<file path="src/rtl/adxl362_pkg.sv">
// ADXL362 responder shared constants, register map and FSM encoding.
// Optional DATA_READY tracking is enabled with ADXL_RESP_DRDY_EN.
package adxl362_pkg;

  localparam logic [7:0] CMD_WR = 8'h0A;
  localparam logic [7:0] CMD_RD = 8'h0B;

  localparam logic [7:0] A_DEVID      = 8'h00;
  localparam logic [7:0] A_DEVID_MST  = 8'h01;
  localparam logic [7:0] A_PARTID     = 8'h02;
  localparam logic [7:0] A_REVID      = 8'h03;
  localparam logic [7:0] A_XDATA      = 8'h08;
  localparam logic [7:0] A_YDATA      = 8'h09;
  localparam logic [7:0] A_ZDATA      = 8'h0A;
  localparam logic [7:0] A_STATUS     = 8'h0B;
  localparam logic [7:0] A_XDATA_L    = 8'h0E;
  localparam logic [7:0] A_XDATA_H    = 8'h0F;
  localparam logic [7:0] A_YDATA_L    = 8'h10;
  localparam logic [7:0] A_YDATA_H    = 8'h11;
  localparam logic [7:0] A_ZDATA_L    = 8'h12;
  localparam logic [7:0] A_ZDATA_H    = 8'h13;
  localparam logic [7:0] A_SOFT_RESET = 8'h1F;
  localparam logic [7:0] A_FILTER_CTL = 8'h2C;
  localparam logic [7:0] A_POWER_CTL  = 8'h2D;

  localparam logic [7:0] DEVID_MST_VAL  = 8'h1D;
  localparam logic [7:0] REVID_VAL      = 8'h01;
  localparam logic [7:0] SOFT_RESET_KEY = 8'h52;
  localparam logic [7:0] POWER_CTL_RST  = 8'h00;
  localparam logic [7:0] FILTER_CTL_RST = 8'h13;

  typedef enum logic [2:0] {
    ST_IDLE,
    ST_CMD,
    ST_ADDR,
    ST_RD,
    ST_WR,
    ST_IGNORE
  } state_e;

  // Upper data byte: sign-extended bits [11:8].
  function automatic logic [7:0] hi_ext(
    input logic [11:0] v
  );
    return {{4{v[11]}}, v[11:8]};
  endfunction

endpackage

</file>
<file path="src/rtl/spi_edge_sync.sv">
// Synchronizes sclk/cs_n/mosi into clk and flags their edges.
// No optional features.
module spi_edge_sync #(
  parameter int SYNC_STAGES = 2
) (
  input  logic clk,
  input  logic rst_n,
  input  logic sclk,
  input  logic cs_n,
  input  logic mosi,
  output logic sclk_rise,
  output logic sclk_fall,
  output logic cs_fall,
  output logic cs_rise,
  output logic mosi_s
);

  localparam int N = SYNC_STAGES;

  logic [N-1:0] sclk_sync_q, sclk_sync_d;
  logic [N-1:0] cs_sync_q, cs_sync_d;
  logic [N-1:0] mosi_sync_q, mosi_sync_d;
  logic         sclk_prev_q, sclk_prev_d;
  logic         cs_prev_q, cs_prev_d;

  always_comb begin
    sclk_sync_d = {sclk_sync_q[N-2:0], sclk};
    cs_sync_d   = {cs_sync_q[N-2:0], cs_n};
    mosi_sync_d = {mosi_sync_q[N-2:0], mosi};
    sclk_prev_d = sclk_sync_q[N-1];
    cs_prev_d   = cs_sync_q[N-1];
  end

  // cs_n idles high so reset never fakes a select edge.
  always_ff @(posedge clk or negedge rst_n) begin
    if (!rst_n) begin
      sclk_sync_q <= '0;
      cs_sync_q   <= '1;
      mosi_sync_q <= '0;
      sclk_prev_q <= 1'b0;
      cs_prev_q   <= 1'b1;
    end else begin
      sclk_sync_q <= sclk_sync_d;
      cs_sync_q   <= cs_sync_d;
      mosi_sync_q <= mosi_sync_d;
      sclk_prev_q <= sclk_prev_d;
      cs_prev_q   <= cs_prev_d;
    end
  end

  assign sclk_rise = sclk_sync_q[N-1] & ~sclk_prev_q;
  assign sclk_fall = ~sclk_sync_q[N-1] & sclk_prev_q;
  assign cs_fall   = ~cs_sync_q[N-1] & cs_prev_q;
  assign cs_rise   = cs_sync_q[N-1] & ~cs_prev_q;
  assign mosi_s    = mosi_sync_q[N-1];

endmodule

</file>
<file path="src/rtl/adxl362_spi_responder.sv">
// ADXL362 register-interface emulator on SPI mode 0.
// Define ADXL_RESP_DRDY_EN for live STATUS DATA_READY tracking.
module adxl362_spi_responder
  import adxl362_pkg::*;
#(
  parameter int         SYNC_STAGES = 2,
  parameter logic [7:0] DEVID_AD    = 8'hAD,
  parameter logic [7:0] PARTID      = 8'hF2
) (
  input  logic        clk,
  input  logic        rst_n,
  input  logic        sclk,
  input  logic        cs_n,
  input  logic        mosi,
  output logic        miso,
  input  logic [11:0] x_sample,
  input  logic [11:0] y_sample,
  input  logic [11:0] z_sample,
  input  logic        sample_stb,
  output logic        measuring,
  output logic        cmd_err
);

  logic sclk_rise, sclk_fall;
  logic cs_fall, cs_rise, mosi_s;

  spi_edge_sync #(
    .SYNC_STAGES(SYNC_STAGES)
  ) u_sync (
    .clk      (clk),
    .rst_n    (rst_n),
    .sclk     (sclk),
    .cs_n     (cs_n),
    .mosi     (mosi),
    .sclk_rise(sclk_rise),
    .sclk_fall(sclk_fall),
    .cs_fall  (cs_fall),
    .cs_rise  (cs_rise),
    .mosi_s   (mosi_s)
  );

  state_e      state_q, state_d;
  logic [2:0]  bit_cnt_q, bit_cnt_d;
  logic [7:0]  rx_q, rx_d;
  logic [7:0]  tx_q, tx_d;
  logic [7:0]  addr_q, addr_d;
  logic        wr_q, wr_d;
  logic        miso_q, miso_d;
  logic        cmd_err_q, cmd_err_d;
  logic [7:0]  pwr_q, pwr_d;
  logic [7:0]  flt_q, flt_d;
  logic [11:0] stg_x_q, stg_x_d;
  logic [11:0] stg_y_q, stg_y_d;
  logic [11:0] stg_z_q, stg_z_d;
  logic [11:0] snp_x_q, snp_x_d;
  logic [11:0] snp_y_q, snp_y_d;
  logic [11:0] snp_z_q, snp_z_d;
`ifdef ADXL_RESP_DRDY_EN
  logic        drdy_q, drdy_d;
  logic        hit_q, hit_d;
`endif

  logic [7:0] rx_byte;
  logic [7:0] addr_inc;
  logic [7:0] rd_addr;
  logic [7:0] rd_data;
  logic [7:0] status;

  assign measuring = (pwr_q[1:0] == 2'b10);
  assign rx_byte   = {rx_q[6:0], mosi_s};
  assign addr_inc  = addr_q + 8'd1;
  assign rd_addr   = (state_q == ST_ADDR) ? rx_byte : addr_inc;

`ifdef ADXL_RESP_DRDY_EN
  assign status = {1'b0, measuring, 5'b0, drdy_q};
`else
  assign status = {1'b0, measuring, 5'b0, 1'b1};
`endif

  always_comb begin
    rd_data = '0;
    unique case (rd_addr)
      A_DEVID:      rd_data = DEVID_AD;
      A_DEVID_MST:  rd_data = DEVID_MST_VAL;
      A_PARTID:     rd_data = PARTID;
      A_REVID:      rd_data = REVID_VAL;
      A_XDATA:      rd_data = snp_x_q[11:4];
      A_YDATA:      rd_data = snp_y_q[11:4];
      A_ZDATA:      rd_data = snp_z_q[11:4];
      A_STATUS:     rd_data = status;
      A_XDATA_L:    rd_data = snp_x_q[7:0];
      A_XDATA_H:    rd_data = hi_ext(snp_x_q);
      A_YDATA_L:    rd_data = snp_y_q[7:0];
      A_YDATA_H:    rd_data = hi_ext(snp_y_q);
      A_ZDATA_L:    rd_data = snp_z_q[7:0];
      A_ZDATA_H:    rd_data = hi_ext(snp_z_q);
      A_FILTER_CTL: rd_data = flt_q;
      A_POWER_CTL:  rd_data = pwr_q;
      default:      rd_data = '0;
    endcase
    // Sample registers read as zero unless measuring.
    if (!measuring &&
        (rd_addr inside {[A_XDATA:A_ZDATA],
                         [A_XDATA_L:A_ZDATA_H]}))
      rd_data = '0;
  end

  always_comb begin
    state_d   = state_q;
    bit_cnt_d = bit_cnt_q;
    rx_d      = rx_q;
    tx_d      = tx_q;
    addr_d    = addr_q;
    wr_d      = wr_q;
    miso_d    = miso_q;
    cmd_err_d = 1'b0;
    pwr_d     = pwr_q;
    flt_d     = flt_q;
    stg_x_d   = stg_x_q;
    stg_y_d   = stg_y_q;
    stg_z_d   = stg_z_q;
    snp_x_d   = snp_x_q;
    snp_y_d   = snp_y_q;
    snp_z_d   = snp_z_q;
`ifdef ADXL_RESP_DRDY_EN
    drdy_d    = drdy_q;
    hit_d     = hit_q;
`endif

    if (sample_stb) begin
      stg_x_d = x_sample;
      stg_y_d = y_sample;
      stg_z_d = z_sample;
`ifdef ADXL_RESP_DRDY_EN
      if (measuring) drdy_d = 1'b1;
`endif
    end

    if (cs_fall) begin
      state_d   = ST_CMD;
      bit_cnt_d = '0;
      miso_d    = 1'b0;
      snp_x_d   = stg_x_q;
      snp_y_d   = stg_y_q;
      snp_z_d   = stg_z_q;
`ifdef ADXL_RESP_DRDY_EN
      hit_d     = 1'b0;
`endif
    end else if (cs_rise) begin
      state_d   = ST_IDLE;
      bit_cnt_d = '0;
      miso_d    = 1'b0;
`ifdef ADXL_RESP_DRDY_EN
      if (hit_q) drdy_d = 1'b0;
`endif
    end else begin
      if (sclk_rise && state_q != ST_IDLE &&
          state_q != ST_IGNORE) begin
        rx_d      = rx_byte;
        bit_cnt_d = bit_cnt_q + 3'd1;
        if (bit_cnt_q == 3'd7) begin
          unique case (state_q)
            ST_CMD: begin
              if (rx_byte == CMD_RD) begin
                state_d = ST_ADDR;
                wr_d    = 1'b0;
              end else if (rx_byte == CMD_WR) begin
                state_d = ST_ADDR;
                wr_d    = 1'b1;
              end else begin
                state_d   = ST_IGNORE;
                cmd_err_d = 1'b1;
                miso_d    = 1'b0;
              end
            end
            ST_ADDR: begin
              addr_d  = rx_byte;
              state_d = wr_q ? ST_WR : ST_RD;
              if (!wr_q) tx_d = rd_data;
            end
            ST_RD: begin
              addr_d = addr_inc;
              tx_d   = rd_data;
`ifdef ADXL_RESP_DRDY_EN
              if (addr_q == A_XDATA_L || addr_q == A_XDATA)
                hit_d = 1'b1;
`endif
            end
            ST_WR: begin
              addr_d = addr_inc;
              if (addr_q == A_FILTER_CTL) begin
                flt_d = rx_byte;
              end else if (addr_q == A_POWER_CTL) begin
                pwr_d = rx_byte;
              end else if (addr_q == A_SOFT_RESET &&
                           rx_byte == SOFT_RESET_KEY) begin
                pwr_d = POWER_CTL_RST;
                flt_d = FILTER_CTL_RST;
              end
            end
            default: ;
          endcase
        end
      end
      if (sclk_fall && state_q == ST_RD) begin
        miso_d = tx_q[7];
        tx_d   = {tx_q[6:0], 1'b0};
      end
    end
  end

  always_ff @(posedge clk or negedge rst_n) begin
    if (!rst_n) begin
      state_q   <= ST_IDLE;
      bit_cnt_q <= '0;
      rx_q      <= '0;
      tx_q      <= '0;
      addr_q    <= '0;
      wr_q      <= 1'b0;
      miso_q    <= 1'b0;
      cmd_err_q <= 1'b0;
      pwr_q     <= POWER_CTL_RST;
      flt_q     <= FILTER_CTL_RST;
      stg_x_q   <= '0;
      stg_y_q   <= '0;
      stg_z_q   <= '0;
      snp_x_q   <= '0;
      snp_y_q   <= '0;
      snp_z_q   <= '0;
`ifdef ADXL_RESP_DRDY_EN
      drdy_q    <= 1'b0;
      hit_q     <= 1'b0;
`endif
    end else begin
      state_q   <= state_d;
      bit_cnt_q <= bit_cnt_d;
      rx_q      <= rx_d;
      tx_q      <= tx_d;
      addr_q    <= addr_d;
      wr_q      <= wr_d;
      miso_q    <= miso_d;
      cmd_err_q <= cmd_err_d;
      pwr_q     <= pwr_d;
      flt_q     <= flt_d;
      stg_x_q   <= stg_x_d;
      stg_y_q   <= stg_y_d;
      stg_z_q   <= stg_z_d;
      snp_x_q   <= snp_x_d;
      snp_y_q   <= snp_y_d;
      snp_z_q   <= snp_z_d;
`ifdef ADXL_RESP_DRDY_EN
      drdy_q    <= drdy_d;
      hit_q     <= hit_d;
`endif
    end
  end

  assign miso    = miso_q;
  assign cmd_err = cmd_err_q;

endmodule

</file>
<file path="config.mk">
export PLATFORM = sky130hd
export DESIGN_NAME = adxl362_spi_responder
export DESIGN_NICKNAME = d
export VERILOG_FILES = /design/src/rtl/adxl362_pkg.sv /design/src/rtl/spi_edge_sync.sv /design/src/rtl/adxl362_spi_responder.sv
export SDC_FILE = /design/constraint.sdc
export NUM_CORES = 1
export LEC_CHECK = 0
export CORE_ASPECT_RATIO = 1.5
export CORE_MARGIN = 3
export CORE_UTILIZATION = 57
export DETAILED_ROUTE_END_ITERATION = 6
export PLACE_DENSITY_LB_ADDON = 0.3
export SLEW_MARGIN = 10
export SYNTH_ARGS = -nofsm -noshare
export SYNTH_HDL_FRONTEND = slang
export SYNTH_SLANG_ARGS = --single-unit
</file>
<file path="constraint.sdc">
create_clock -name clk -period 5.7 [get_ports clk]
set_input_delay 0.57 -clock clk [delete_from_list [all_inputs] [get_ports clk]]
set_output_delay 0.57 -clock clk [all_outputs]
set_load 0.01 [all_outputs]
</file>
### Word level (Yosys, flattened, before mapping)

Index checks and enable logic that the tools add are counted.

* word-level logic and storage cells: 145
* input port bits: 42
* output and inout bits: 3
* bits in registers: 128

* add/subtract/negate cells: 2
* mux-type cells: 42
* bitwise logic cells: 11
* reduce and logical (&&, ||, !) cells: 33
* order comparisons: 4
* equality and inequality tests: 32

Operators with widths (number)
* 8-bit one-hot mux with 16 select lines: 1
* 8-bit 2-to-1 mux: 11
* 8-bit by 4-bit equality test with 1-bit output (second input constant): 8
* 8-bit by 5-bit equality test with 1-bit output (second input constant): 5
* 8-bit by 6-bit equality test with 1-bit output (second input constant): 4
* 8-bit one-hot mux with 2 select lines: 2
* 3-bit 2-to-1 mux: 10
* 1-bit 2-to-1 mux: 17
* 8-bit by 2-bit equality test with 1-bit output (second input constant): 2
* 8-bit by 4-bit >= comparator with 1-bit output (second input constant): 2
* 4-bit nonzero test: 4
* 7-bit AND reduction: 2
* 2-bit nonzero test: 7
* 6-bit AND reduction: 2
* 3-bit nonzero test: 4
* 5-bit AND reduction: 2
* 8-bit by 1-bit adder with 8-bit output (second input constant): 1
* 8-bit by 1-bit equality test with 1-bit output (second input constant): 1
* 8-bit by 7-bit equality test with 1-bit output (second input constant): 1
* 8-bit by 4-bit less-or-equal comparator with 1-bit output (second input constant): 1
* 8-bit by 5-bit less-or-equal comparator with 1-bit output (second input constant): 1
* 8-bit zero test: 1
* 4-bit by 3-bit != test with 1-bit output (second input constant): 2
* 1-bit logical AND: 7
* other kinds (14): 26

### Longest topological paths before layout

* word-level depth: 12
* mapped depth: 12
* mapped depth without buffers: 9

### Hierarchy

A second synthesis with hierarchy kept.

* cell total of the unflattened synthesis: 604
* area total of the unflattened synthesis: 6570.1 um^2

By module, submodules not included
* adxl362_spi_responder: seq. area each 3006.6 um^2, times used 1, cells each 592, area an instance 6331.1 um^2
* spi_edge_sync: seq. area each 203.9 um^2, times used 1, cells each 12, area an instance 239.0 um^2

### Least setup slack after synthesis

Ideal clock, no wire load.

* kind: register to register
* start: register addr_q[1]
* end: register tx_q[1]
* period minus slack after synthesis: 2.610 ns
* arrival time: 2.530 ns
* data required time: 5.620 ns
* slack: 3.090 ns
* buffers on the path: 2
* library setup time: 0.080 ns
* stages on the path, launching flop included: 12
* cell sequence: dfrtp_1 -> ha_1 -> buf_2 -> nand2b_1 -> o31ai_1 -> a21oi_1 -> o31ai_1 -> and2_1 -> buf_2 -> nor3_1 -> a2111o_4 -> o211ai_2

* longest elaborated chain between the ends: 12
* elaborated cells between the ends (all ways): 33
* those cells by class: add/sub (1); order compare (4); eq/ne (15); mux (8); reduce/logical (5)

RTL lines
* from (decl): line adxl362_spi_responder.sv:46 `logic [7:0] addr_q, addr_d;`
* from (signal assigned): line adxl362_spi_responder.sv:239 `addr_q <= addr_d;`
* 8-bit by 1-bit adder with 8-bit output *: line adxl362_spi_responder.sv:71 `assign addr_inc = addr_q + 8'd1;`
* 8-bit 2-to-1 mux *: line adxl362_spi_responder.sv:72 `assign rd_addr = (state_q == ST_ADDR) ? rx_byte : addr_inc;`
* 8-bit by 4-bit >= comparator with 1-bit output, or another cell as far along: line adxl362_spi_responder.sv:103 `(rd_addr inside {[A_XDATA:A_ZDATA],`
* 1-bit logical AND: line adxl362_spi_responder.sv:103
* 2-bit nonzero test: line adxl362_spi_responder.sv:103
* 1-bit logical AND: line adxl362_spi_responder.sv:102 `if (!measuring &&`
* 8-bit 2-to-1 mux *: line adxl362_spi_responder.sv:102
* 8-bit 2-to-1 mux: line adxl362_spi_responder.sv:179 `if (!wr_q) tx_d = rd_data;`
* 8-bit one-hot mux with 2 select lines *: line adxl362_spi_responder.sv:162 `unique case (state_q)`
* 8-bit 2-to-1 mux *: line adxl362_spi_responder.sv:161 `if (bit_cnt_q == 3'd7) begin`
* 8-bit 2-to-1 mux *: line adxl362_spi_responder.sv:157 `if (sclk_rise && state_q != ST_IDLE &&`
* 8-bit 2-to-1 mux *: line adxl362_spi_responder.sv:205 `if (sclk_fall && state_q == ST_RD) begin`
* to (signal assigned): line adxl362_spi_responder.sv:238 `tx_q <= tx_d;`
* to (decl): line adxl362_spi_responder.sv:45 `logic [7:0] tx_q, tx_d;`

Mark *: on every way between the ends. The rest lies on a longest branch, timed or not. The select of a mux whose other input is x is not followed.
A chain may end at the register's enable or synchronous reset.

### Worst setup path after layout

* start: register state_q[0]
* end: register tx_q[1]

* longest elaborated chain between the ends: 12
* elaborated cells between the ends (all ways): 44
* those cells by class: order compare (4); eq/ne (19); mux (8); reduce/logical (13)

RTL lines
* from (decl): line adxl362_spi_responder.sv:42 `state_e state_q, state_d;`
* from (signal assigned): line adxl362_spi_responder.sv:235 `state_q <= state_d;`
* 3-bit by 2-bit equality test with 1-bit output: line adxl362_spi_responder.sv:72, adxl362_spi_responder.sv:162
* 8-bit 2-to-1 mux: line adxl362_spi_responder.sv:72
* 8-bit by 4-bit >= comparator with 1-bit output, or another cell as far along: line adxl362_spi_responder.sv:103
* 1-bit logical AND: line adxl362_spi_responder.sv:103
* 2-bit nonzero test: line adxl362_spi_responder.sv:103
* 1-bit logical AND: line adxl362_spi_responder.sv:102
* 8-bit 2-to-1 mux: line adxl362_spi_responder.sv:102
* 8-bit 2-to-1 mux: line adxl362_spi_responder.sv:179
* 8-bit one-hot mux with 2 select lines: line adxl362_spi_responder.sv:162
* 8-bit 2-to-1 mux: line adxl362_spi_responder.sv:161
* 8-bit 2-to-1 mux: line adxl362_spi_responder.sv:157
* 8-bit 2-to-1 mux: line adxl362_spi_responder.sv:205

Several ways; a longest one is shown, not always the timed one. The select of a mux whose other input is x is not followed.

==> key figures <==
Logic synthesis
  – Yosys top cell area share: 45.7%
  – Synth Area per Inst: between 10 and 15 sq um
  – Syn Nets: 677
  – Top_reg_cell synth: dfrtp_1
  – Biggest area consumer among synthesized cells: dfrtp_1
  – Register area share after synthesis: about half
  – Distinct cell type count of the synthesized netlist: 77
  – Commonest cells in the netlist: dfrtp_1, mux2_2, nand2_1
  – Yosys reg bits: 128
  – Count leader, synth: dfrtp_1
  – Asr flop ratio synth: 100%
  – Mapped Area: between 6000 and 7000 sq um
  – Cells after synthesis: 627
  – Number of enable flip-flop cells after synthesis: 0
  – Top cells by area, synth: dfrtp_1, mux2_2, nand2_1
  – YS warnings: 0

Finish
  – Antenna diode count: 0
  – Share of layout cells above drive strength 1: around 22%
  – Design Area, Final: 7760 sq um
  – Area grow syn2layout: 16.2%
  – Nets@finish: roughly 700

Run
  – Max cap viols: 0

STA
  – Max-slew violation count: 0
  – Slew margin rel.: approximately a fifth
  – Hold Vio Cnt, Final: 0
  – Final Cycle Share: about three fifths
  – Period minus WS final: about 3400 ps
  – Setup TNS: 0 ps
  – Worst clock skew: ~10 ps
  – Slew of the pin with the lowest slew margin: 1210 ps
  – RSZ-0062 raised after global routing: false
  – Final setup fails: 0
  – Max Fclk: about 0.3 GHz

Routing
  – DR vias: roughly 5,100
  – Drt wl/cell: ~22 microns
  – Routed Antenna Nets: 0
  – Vias per inst: around 6.3
  – Drt total wl: 18,000 microns
  – # DRC: 0
  – Initial DRT Pass Iterations: 6
  – Number of DRC markers in iteration 0: 373

Die
  – Starting Density: between 50 and 60%
  – Die ar.: 13,100 sq um
  – Die X-Extent: approximately 94 microns
  – Cell Rows: 47
  – Die Y: about 140 microns
  – # IOs: 45
  – Core area: around 11,000 sq um

Clocking
  – Clk slew on worst S/H paths: 60 ps
  – Setup Fix Bufs, Post-CTS: 0
  – CTS tree: done
  – H-tree lvl count: 4
  – Clk_lat worst skew: roughly 420 ps
  – Root Buffer: clkbuf_16
  – Post-CTS Hold Buffers: 0
  – PostCTS Resize Cnt: 0
  – Clk buf depth: 2
  – TritonCTS Buffers: 17
  – Clock sink count: around 130

Setup path
  – End point of the critical path: tx_q[1]
  – Crit. End Element: register
  – Reg2reg end: tx_q[1]
  – Critical path startpoint: state_q[0]
  – CP Data Arrival Time: approximately 3700 ps
  – Worst R2R Setup Slack: around 2300 ps
  – Required time worst endpoint: approximately 6000 ps
  – Reg-to-Reg Start: state_q[0]
  – Critical path fanouts, max: 24
  – Critical path type: register to register
  – R2R depth: 8
  – Crit start category: register

Placement
  – Area post-placement: 7130 sq um
  – DP HPWL: about 13,000 microns
  – IO Port Bufs: 44
  – GP Congestion: a little under 1

Pwr
  – Pleak: 0.00317 uW
  – Maximum VDD drop: slightly above 0.3 mV
  – Cell Pwr Density: approximately 350 nW/um^2

GRT
  – Gr usage total: 29.1%
  – First-pass GRT wire length: 28,900 microns
  – Grt ovf: 0
  – Vias in the first global route: between 5,000 and 6,000
  – Initial antenna violation count: 0
  – Largest net degree at the start of global routing: 71

Hold path
  – Classification of the worst-slack hold path: input port to async pin

Outcome
  – Status: complete, no violations
[final cells by class]
class	count	area (sq um)
clock buffer	17	425
multi-input combinational	444	3220
tap	147	184
inverter	13	48.8
sequential	128	3210
timing repair buffer	49	475
fill	850	3470
clock inverter	14	205
[power breakdown]
| group | switching [uW] | total (uW) | internal (uW) |
|---|---|---|---|
| sequential | 171 | 1200 | 1030 |
| clock | 431 | 1170 | 738 |
| combinational | 186 | 372 | 186 |
| total | 788 | 2740 | 1950 |
[how the worst min path moves through the flow]
stage	slack [ps]	endpoint	startpoint	depth (start not counted)
2_1_floorplan	270	addr_q[0]	rst_n	0
5_1_grt	280	rx_q[3]	rst_n	1
6_report	220	rx_q[3]	rst_n	1
4_1_cts	240	rx_q[5]	rst_n	1
3_3_place_gp	330	u_sync.sclk_sync_q[1]	u_sync.sclk_sync_q[0]	0
3_5_place_dp	340	u_sync.sclk_sync_q[1]	u_sync.sclk_sync_q[0]	0
[state kept, by name (all words and copies together), names as in the netlist, 2 cells and up]
signal / count
addr_q: 8
bit_cnt_q: 3
flt_q: 8
pwr_q: 8
rx_q: 7
snp_x_q: 12
snp_y_q: 12
snp_z_q: 12
state_q: 3
stg_x_q: 12
stg_y_q: 12
stg_z_q: 12
tx_q: 8
u_sync.cs_sync_q: 2
u_sync.mosi_sync_q: 2
u_sync.sclk_sync_q: 2
[metrics by stage]
stage	setup WS [ps]	utilization [%]	std cells	hold slack [ps]	total power, uW
floorplan	3090	-	627	274	1410
global placement	2380	63.5	781	335	1550
detailed placement	2320	63.5	781	336	1580
CTS	2270	69.1	812	243	2750
global route	2000	69.1	812	278	2840
finish	2290	69.1	812	221	2740
[cell usage in the layout (no fill, tap or decap), drive strengths merged, types with 12 or more instances in the layout]
cell	count
nor2	32
nand2	75
clkbuf	17
nor3	12
clkdlybuf4s50	43
a21oi	28
nand3	24
inv	17
mux2	78
dfrtp	122
o21ai	34
[metal layers]
metal	vias to the layer above	GRT usage, %	wire [microns]	part of all wire (%)
met2	199	49.0	9380	52
met4	0	18.9	1170	6.5
met5	-	0	0	0
met3	71	4.67	756	4.2
met1	2519	33.7	6740	37
li1	2357	-	-	-
[worst max-delay path: stages (launching register included)]
cell	delay (ps)
dfrtp_1	550
or3b_1	780
nor2_1	160
o21bai_1	390
a222oi_1	460
o32ai_1	140
a211o_1	270
a2111oi_2	420
o211ai_2	100
[cell families after synthesis]
logic type                 count (synthesis)  synth area share (%)
AOI/OAI and AO/OA                        150                  17.0
xor gates and xnor gates                   5                 0.655
buffers and inverters                     55                  3.88
muxes                                     83                  13.9
and+or+nand+nor                          198                  15.0
adders and majority gates                  8                  1.50
DFF                                      128                  48.0
Power figures use the tool's default switching activity.
